## config.mk

```make
export PLATFORM = sky130hd
export DESIGN_NAME = car_sequence_gen
export DESIGN_NICKNAME = d
export VERILOG_FILES = /design/src/rtl/car_seq_pkg.sv /design/src/rtl/phase_timer.sv /design/src/rtl/car_sequence_gen.sv
export SDC_FILE = /design/constraint.sdc
export NUM_CORES = 1
export LEC_CHECK = 0
export CORE_MARGIN = 5
export CORE_UTILIZATION = 40
export DETAILED_ROUTE_END_ITERATION = 6
export DONT_BUFFER_PORTS = 1
export PLACE_DENSITY = 0.57
export SYNTH_ARGS = -nofsm -noshare
export SYNTH_HDL_FRONTEND = slang
export SYNTH_HIERARCHICAL = 1
export SYNTH_SLANG_ARGS = --single-unit
```

## constraint.sdc

```tcl
create_clock -name clk -period 2.5 [get_ports clk]
set_clock_uncertainty 0.15 [all_clocks]
set_input_delay 0.75 -clock clk [delete_from_list [all_inputs] [get_ports clk]]
set_output_delay 0.75 -clock clk [all_outputs]
set_load 0.01 [all_outputs]
```

## src/rtl/car_seq_pkg.sv

```systemverilog
// Shared types and constants for the car-pass sequence generator.
// The state enum, the {a,b} sensor patterns and the direction encoding live here.
package car_seq_pkg;

  typedef enum logic [2:0] {
    IDLE = 3'd0,
    P1   = 3'd1,
    P2   = 3'd2,
    P3   = 3'd3,
    GAP  = 3'd4
  } state_e;

  localparam logic [1:0] AB_NONE = 2'b00;
  localparam logic [1:0] AB_A    = 2'b10;
  localparam logic [1:0] AB_BOTH = 2'b11;
  localparam logic [1:0] AB_B    = 2'b01;

  localparam logic DIR_ENTRY = 1'b1;
  localparam logic DIR_EXIT  = 1'b0;

  // Entry walks A -> both -> B; exit walks the mirror image B -> both -> A.
  function automatic logic [1:0] ab_pattern(input state_e st, input logic dir);
    logic [1:0] ab;
    ab = AB_NONE;
    case (st)
      P1:      ab = (dir == DIR_ENTRY) ? AB_A : AB_B;
      P2:      ab = AB_BOTH;
      P3:      ab = (dir == DIR_ENTRY) ? AB_B : AB_A;
      default: ab = AB_NONE;
    endcase
    return ab;
  endfunction

endpackage

```

## src/rtl/phase_timer.sv

```systemverilog
// 16-bit loadable down-counter that times each sequence phase.
// Counts down to zero and holds there; expired flags the last cycle of a phase.
module phase_timer (
  input  logic        clk,
  input  logic        reset,
  input  logic        load,
  input  logic [15:0] load_value,
  output logic [15:0] value,
  output logic        expired
);

  logic [15:0] value_q;

  always_ff @(posedge clk or posedge reset) begin
    if (reset) begin
      value_q <= 16'd0;
    end else if (load) begin
      value_q <= load_value;
    end else if (value_q != 16'd0) begin
      value_q <= value_q - 16'd1;
    end
  end

  assign value   = value_q;
  assign expired = (value_q == 16'd0);

endmodule

```

## src/rtl/car_sequence_gen.sv

```systemverilog
// Emulates a car passing two beam sensors: emits a timed {a,b} phase sequence
// for an entry or exit on request, and counts completed sequences per direction.
module car_sequence_gen
  import car_seq_pkg::*;
#(
  parameter int PHASE_CYCLES = 10,
  parameter int GAP_CYCLES   = 10
) (
  input  logic       clk,
  input  logic       reset,
  input  logic       start,
  input  logic       dir,
  input  logic       abort,
  output logic       a,
  output logic       b,
  output logic       ready,
  output logic       busy,
  output logic       done,
  output logic [7:0] entries_sent,
  output logic [7:0] exits_sent
);

  // Timer is loaded with N-1 so a phase spans N cycles including the expiry cycle.
  localparam logic [15:0] PHASE_LOAD = 16'(PHASE_CYCLES - 1);
  localparam logic [15:0] GAP_LOAD   = 16'(GAP_CYCLES - 1);

  state_e      state_q, state_d;
  logic        dir_q, dir_d;
  logic [1:0]  ab_q, ab_d;
  logic        done_q, done_d;
  logic [7:0]  entries_q, entries_d;
  logic [7:0]  exits_q, exits_d;

  logic        timer_load;
  logic [15:0] timer_load_value;
  logic [15:0] timer_value;
  logic        timer_expired;

  phase_timer u_phase_timer (
    .clk        (clk),
    .reset      (reset),
    .load       (timer_load),
    .load_value (timer_load_value),
    .value      (timer_value),
    .expired    (timer_expired)
  );

  always_ff @(posedge clk or posedge reset) begin
    if (reset) begin
      state_q   <= IDLE;
      dir_q     <= 1'b0;
      ab_q      <= AB_NONE;
      done_q    <= 1'b0;
      entries_q <= 8'd0;
      exits_q   <= 8'd0;
    end else begin
      state_q   <= state_d;
      dir_q     <= dir_d;
      ab_q      <= ab_d;
      done_q    <= done_d;
      entries_q <= entries_d;
      exits_q   <= exits_d;
    end
  end

  always_comb begin
    state_d   = state_q;
    dir_d     = dir_q;
    done_d    = 1'b0;
    entries_d = entries_q;
    exits_d   = exits_q;

    case (state_q)
      IDLE: begin
        // abort is deliberately not looked at here, so start always wins.
        if (start) begin
          dir_d   = dir;
          state_d = P1;
        end
      end
      P1: begin
        if (abort)              state_d = IDLE;
        else if (timer_expired) state_d = P2;
      end
      P2: begin
        if (abort)              state_d = IDLE;
        else if (timer_expired) state_d = P3;
      end
      P3: begin
        if (abort)              state_d = IDLE;
        else if (timer_expired) state_d = GAP;
      end
      GAP: begin
        if (abort) begin
          state_d = IDLE;
        end else if (timer_expired) begin
          state_d = IDLE;
          done_d  = 1'b1;
          if (dir_q == DIR_ENTRY) entries_d = entries_q + 8'd1;
          else                    exits_d   = exits_q + 8'd1;
        end
      end
      default: state_d = IDLE;
    endcase

    ab_d       = ab_pattern(state_d, dir_d);
    timer_load = (state_d != state_q);
    case (state_d)
      P1, P2, P3: timer_load_value = PHASE_LOAD;
      GAP:        timer_load_value = GAP_LOAD;
      default:    timer_load_value = 16'd0;
    endcase
  end

  assign a            = ab_q[1];
  assign b            = ab_q[0];
  assign ready        = (state_q == IDLE);
  assign busy         = (state_q != IDLE);
  assign done         = done_q;
  assign entries_sent = entries_q;
  assign exits_sent   = exits_q;

endmodule

```

==> results of run 1 <==
[metal layers]
layer | vias up | part of all wire, % | track usage, %
met3 | 4 | 6.4 | 5.05
met2 | 27 | 47 | 19.2
met4 | 0 | 1.4 | 5.26
met1 | 701 | 46 | 16.1
met5 | - | 0 | 0
li1 | 763 | - | -
[where the power goes]
| group | total [mW] | leakage [nW] | internal [mW] | switching [mW] |
|---|---|---|---|---|
| registers | 0.822 | 0.499 | 0.707 | 0.115 |
| clock network | 0.455 | 0.0474 | 0.225 | 0.230 |
| logic | 0.399 | 0.543 | 0.197 | 0.202 |
[final cells by class]
type,count,area (um^2)
fill,493,2650
multi-input combinational,164,1190
sequential,39,976
timing repair buffer,19,143
tap,70,87.6
clock buffer,6,82.6
inverter,8,30.0
clock inverter,2,16.3
[path summary, 6_finish.rpt]
path,start,end,slack (ns),depth (start not counted)
worst min-delay path,reset,exits_sent[6],0.22,2
worst max register to register,u_phase_timer/value[1],exits_sent[1],0.08,8
worst max-delay path,u_phase_timer/value[1],exits_sent[1],0.08,8
worst min register to register,exits_sent[7],exits_sent[7],0.39,1
max in group asynchronous,reset,u_phase_timer/value[5],1.50,1
min in group clk,abort,state_q[2],0.36,1
[flip-flops by register name, summed over array words and instances, names as in the netlist]
name                 count
state_q                  3
done                     1
u_phase_timer/value     16
entries_sent             8
exits_sent               8
ab_q                     2
dir_q                    1
[placed cells by master, fill, tap and decap left out, types with 2 or more instances in the layout]
| master | instances |
|---|---|
| o31ai_1 | 3 |
| mux2i_1 | 2 |
| nor3_2 | 5 |
| a211oi_2 | 2 |
| dfrtp_1 | 39 |
| a21oi_1 | 9 |
| conb_1 | 14 |
| xnor2_1 | 23 |
| buf_4 | 19 |
| nand2b_1 | 2 |
| inv_2 | 3 |
| ha_1 | 2 |
| nand2_1 | 28 |
| mux2_2 | 3 |
| nand4_1 | 4 |
| o21ai_1 | 4 |
| inv_1 | 5 |
| nor3_1 | 5 |
| clkbuf_8 | 6 |
| nand3_1 | 6 |
| nor2_1 | 13 |
| nor3_4 | 2 |
| xor2_1 | 5 |
| nand3b_1 | 2 |
[worst max-delay path, stage by stage (launching register included)]
cell and delay (ns):
dfrtp_1 0.41, inv_2 0.09, ha_4 0.15, nor3b_4 0.24, nand4b_4 0.17, nor2_4 0.19, nand4bb_4 0.18, nor3_4 0.35
mux2_2 0.37
[cell families after synthesis]
logic type               synth area share [%]
other                                   0.174
AND/OR/NAND/NOR                          26.3
buffers and inverters                    3.71
multiplexers                             3.02
adder cells (fa/ha/maj)                  1.74
AO/OA/AOI/OAI                            8.47
XOR/XNOR                                 11.4
flip-flops                               45.2
[timing repair]
action	in CTS	in global routing
hold buffers	0	0
gates resized for setup	2	4
setup buffers	0	5
endpoints found under the setup margin	5	25
pin swaps	0	4
cloned	0	1
==> results.sh, run 1 <==
export IMPL_grt_pass1_vias=1509
export IMPL_max_slew_margin_rel_pct=56.1
export IMPL_critPathRequiredTime_ns=2.53
export IMPL_cts_tree="built"
export IMPL_antenna_left=0
export IMPL_placedInstanceArea_mm2=0.00237
export IMPL_synth_edf_count=0
export IMPL_num_antenna_cells=0
export IMPL_hold_worst_slack_ns=0.221
export IMPL_arrival_ns=2.45
export IMPL_die_w_um=83.4
export IMPL_routed_wl_um=4100
export IMPL_first_iter_violations=35
export IMPL_yosysWarnings=6
export IMPL_start_util_pct=41.7
export IMPL_hold_class="in -> async"
export IMPL_finalSetupViolCount=0
export IMPL_final_net_count=245
export IMPL_cts_buffer_depth=2
export IMPL_cp_start_kind="flop"
export IMPL_layout_min_cycle_time_ns=2.42
export IMPL_tightest_slew_ns=0.658
export IMPL_worstSetupEndpointType="flop"
export IMPL_io_buffer_count=0
export IMPL_synth_top_area_share_pct=45.2
export IMPL_power_mw=1.68
export IMPL_grt_pass1_wl_um=7140
export IMPL_synth_seq_area_share_pct=45.2
export IMPL_cts_inserted_buffers=5
export IMPL_status="completed"
export IMPL_place_congestion=0.743
export IMPL_synth_async_reset_ratio_pct=100
export IMPL_grt_usage_pct=12.7
export IMPL_clk_pin_slew_worst_paths_ns=0.08
export IMPL_peakVddDrop_v=0.000308
export IMPL_ys_flop_type="dfrtp_1"
export IMPL_stdcell_count=308
export IMPL_drive_gt1_share_pct=23.5
export IMPL_dp_cells=294
export IMPL_dr_total_vias=1495
export IMPL_crit_fanout=7
export IMPL_synth_most_common_cell="dfrtp_1"
export IMPL_synth_largest_area_cell="dfrtp_1"
export IMPL_fin_ws_ns=0.0839
export IMPL_cts_root_buf="clkbuf_8"
export IMPL_syn_avg_cell_area_um2=10.6
export IMPL_maxCapViolCount=0
export IMPL_remaining_drc_errors=0
export IMPL_crit_type="reg -> reg"
export IMPL_maxSlewViolCount=0
export IMPL_postSynthCellCount=204
export IMPL_ys_top_cells_by_count="39 x dfrtp_1, 28 x nand2_1, 23 x xnor2_1, 13 x nor2_1, 9 x a21oi_1"
export IMPL_fmax_mhz=414
export IMPL_hold_viol_final=0
export IMPL_cts_sinks=39
export IMPL_io_pins=26
export IMPL_grt_remaining_overflow=0
export IMPL_finalCritPeriodShare_pct=96.6
export IMPL_ys_seq_elements=39
export IMPL_fin_area_mm2=0.00252
export IMPL_final_util_pct=48.7
export IMPL_synthTopCellsByArea="dfrtp_1 45%, xnor2_1 9.3%, nand2_1 4.9%"
export IMPL_p_leak_nw=1.09
export IMPL_rows=26
export IMPL_avgRoutedWirePerCell_um=13.3
export IMPL_clock_latency_ns=0.29
export IMPL_dpl_hpwl_um=2910
export IMPL_area_growth_pct=16.9
export IMPL_fin_setup_tns_ns=0
export IMPL_htree_levels=2
export IMPL_post_place_ws_ns=-0.0390
export IMPL_die_area_mm2=0.00696
export IMPL_antenna_found_initial=0
export IMPL_yosysUniqueCellTypes=51
export IMPL_drt_pass1_iter_count=4
export IMPL_core_mm2=0.00517
export IMPL_grt_max_degree=24
export IMPL_syn_area_mm2=0.00216
export IMPL_power_density_mw_per_mm2=665
export IMPL_viasPerCell=4.85
export IMPL_chipHeight_um=83.4
Note: power is estimated with default switching activity, not from simulation.
==> run 2: changes to the inputs <==
- REMOVE_ABC_BUFFERS: unset -> 1
==> run 2 against run 1 <==
Sequential cell count is the same; largest power group unchanged; highest routed layer unchanged; first-iteration DRC count fell by 29%; critical endpoint is now busy; combinational power increased by 3%; design area grew 0.74%.
==> results.sh, run 2 (synthesis results as in run 1) <==
export IMPL_hold_buffers=0
export IMPL_arrival_ns=1.47
export IMPL_max_slew_margin_rel_pct=58.4
export IMPL_fmax_mhz=422
export IMPL_place_congestion=0.743
export IMPL_grt_max_degree=24
export IMPL_area_growth_pct=17.7
export IMPL_layout_commonest_cell="dfrtp_1"
export IMPL_power_mw=1.65
export IMPL_cp_start_kind="flop"
export IMPL_worstSetupEndpointType="primary output"
export IMPL_drive_gt1_share_pct=24.1
export IMPL_largest_reg_flops=16
export IMPL_viasPerCell=4.91
export IMPL_io_buffer_count=0
export IMPL_critPathRequiredTime_ns=1.60
export IMPL_antenna_left=0
export IMPL_peakVddDrop_v=0.000343
export IMPL_remaining_drc_errors=0
export IMPL_pwr_share_seq_pct=50.0
export IMPL_cts_buffer_depth=2
export IMPL_dpl_hpwl_um=3000
export IMPL_first_iter_violations=25
export IMPL_rows=26
export IMPL_maxSlewViolCount=0
export IMPL_finalSetupViolCount=0
export IMPL_cts_sinks=39
export IMPL_num_antenna_cells=0
export IMPL_grt_pass1_wl_um=7360
export IMPL_dp_cells=293
export IMPL_power_density_mw_per_mm2=650
export IMPL_die_area_mm2=0.00696
export IMPL_stdcell_count=307
export IMPL_final_net_count=245
export IMPL_antenna_found_initial=0
export IMPL_fin_area_mm2=0.00254
export IMPL_maxCapViolCount=0
export IMPL_io_pins=26
export IMPL_routed_wl_um=4220
export IMPL_r2r_start="u_phase_timer/value[0]"
export IMPL_die_w_um=83.4
export IMPL_start_util_pct=41.7
export IMPL_grt_setup_unrepaired="no"
export IMPL_clk_pin_slew_worst_paths_ns=0.08
export IMPL_hold_worst_slack_ns=0.236
export IMPL_comb_power_share_pct=25.0
export IMPL_p_sw_share_pct=32.9
export IMPL_crit_type="reg -> out"
export IMPL_htree_levels=2
export IMPL_drt_pass1_iter_count=4
export IMPL_layout_min_cycle_time_ns=2.37
export IMPL_p_clk_share_pct=25.0
export IMPL_avgRoutedWirePerCell_um=13.7
export IMPL_crit_start="state_q[2]"
export IMPL_tightest_slew_ns=0.624
export IMPL_clock_latency_ns=0.29
export IMPL_hold_viol_final=0
export IMPL_p_sw_mw=0.542
export IMPL_grt_remaining_overflow=0
export IMPL_status="completed"
export IMPL_grt_usage_pct=12.8
export IMPL_cts_tree="built"
export IMPL_internal_power_mw=1.11
export IMPL_reg2reg_slack_ns=0.16
export IMPL_hold_class="in -> async"
export IMPL_cts_inserted_buffers=5
export IMPL_cts_root_buf="clkbuf_8"
export IMPL_core_mm2=0.00517
export IMPL_dr_total_vias=1506
export IMPL_chipHeight_um=83.4
export IMPL_mostFrequentLayoutCells="38 x dfrtp_1, 28 x nand2_1, 23 x xnor2_1"
export IMPL_post_place_ws_ns=0.0375
export IMPL_crit_fanout=10
export IMPL_fin_ws_ns=0.132
export IMPL_p_leak_nw=1.10
export IMPL_grt_pass1_vias=1490
export IMPL_finalCritPeriodShare_pct=94.7
export IMPL_placedInstanceArea_mm2=0.00234
-- run 2: cell types whose count changed in the layout (fill, tap and decap cells not counted), sizes merged --
cell / change
nor2: -1
clkbuf: -1
clkinvlp: +1
clkinv: +1
inv: -1
-- run 2: layout make-up --
type / instances / area [um^2]
clock buffer: 5 / 68.8
multi-input combinational: 163 / 1200
timing repair buffer: 19 / 155
clock inverter: 2 / 13.8
fill: 508 / 2630
timing repair inverter: 1 / 7.51
tap: 70 / 87.6
sequential: 39 / 977
inverter: 8 / 33.8
-- run 2: power by group through the flow --
stage               combinational (mW)  clock [mW]  sequential (mW)
floorplan                        0.285           0            0.809
detailed placement               0.369           0            0.831
CTS                              0.369       0.435            0.821
global route                     0.465       0.464            0.841
global placement                 0.364           0            0.833
finish                           0.412       0.413            0.825
-- run 2: stage by stage --
| stage | utilization [%] | setup TNS (ns) |
|---|---|---|
| finish | 49.1 | 0 |
| global route | 49.1 | 0 |
| CTS | 46.9 | 0 |
| detailed placement | 45.3 | 0 |
| global placement | 45.3 | 0 |
| floorplan | - | -3.38 |
-- run 2: worst paths after layout --
| check | end | cells past startpoint |
|---|---|---|
| max | busy | 2 |
| min in group clk | state_q[2] | 1 |
| max reg2reg | ab_q[0] | 10 |
| min reg2reg | exits_sent[7] | 1 |
| min | ab_q[1] | 2 |
| max in group asynchronous | u_phase_timer/value[7] | 1 |
-- run 2: repair_timing --
action,CTS,global route
gates resized for setup,0,13
buffers inserted,0,6
setup endpoints to repair,0,14
-- run 2: worst max-delay path, stage by stage (launching register included) --
cell	delay, ns
dfrtp_1	0.54
nor3_1	0.49
inv_1	0.16
-- run 2: metal layers --
layer	vias to the layer above	part of all wire, %	GRT usage (%)
met5	-	0	0
li1	757	-	-
met3	2	5.0	4.06
met4	0	0.59	3.95
met2	27	48	19.2
met1	720	47	17.6
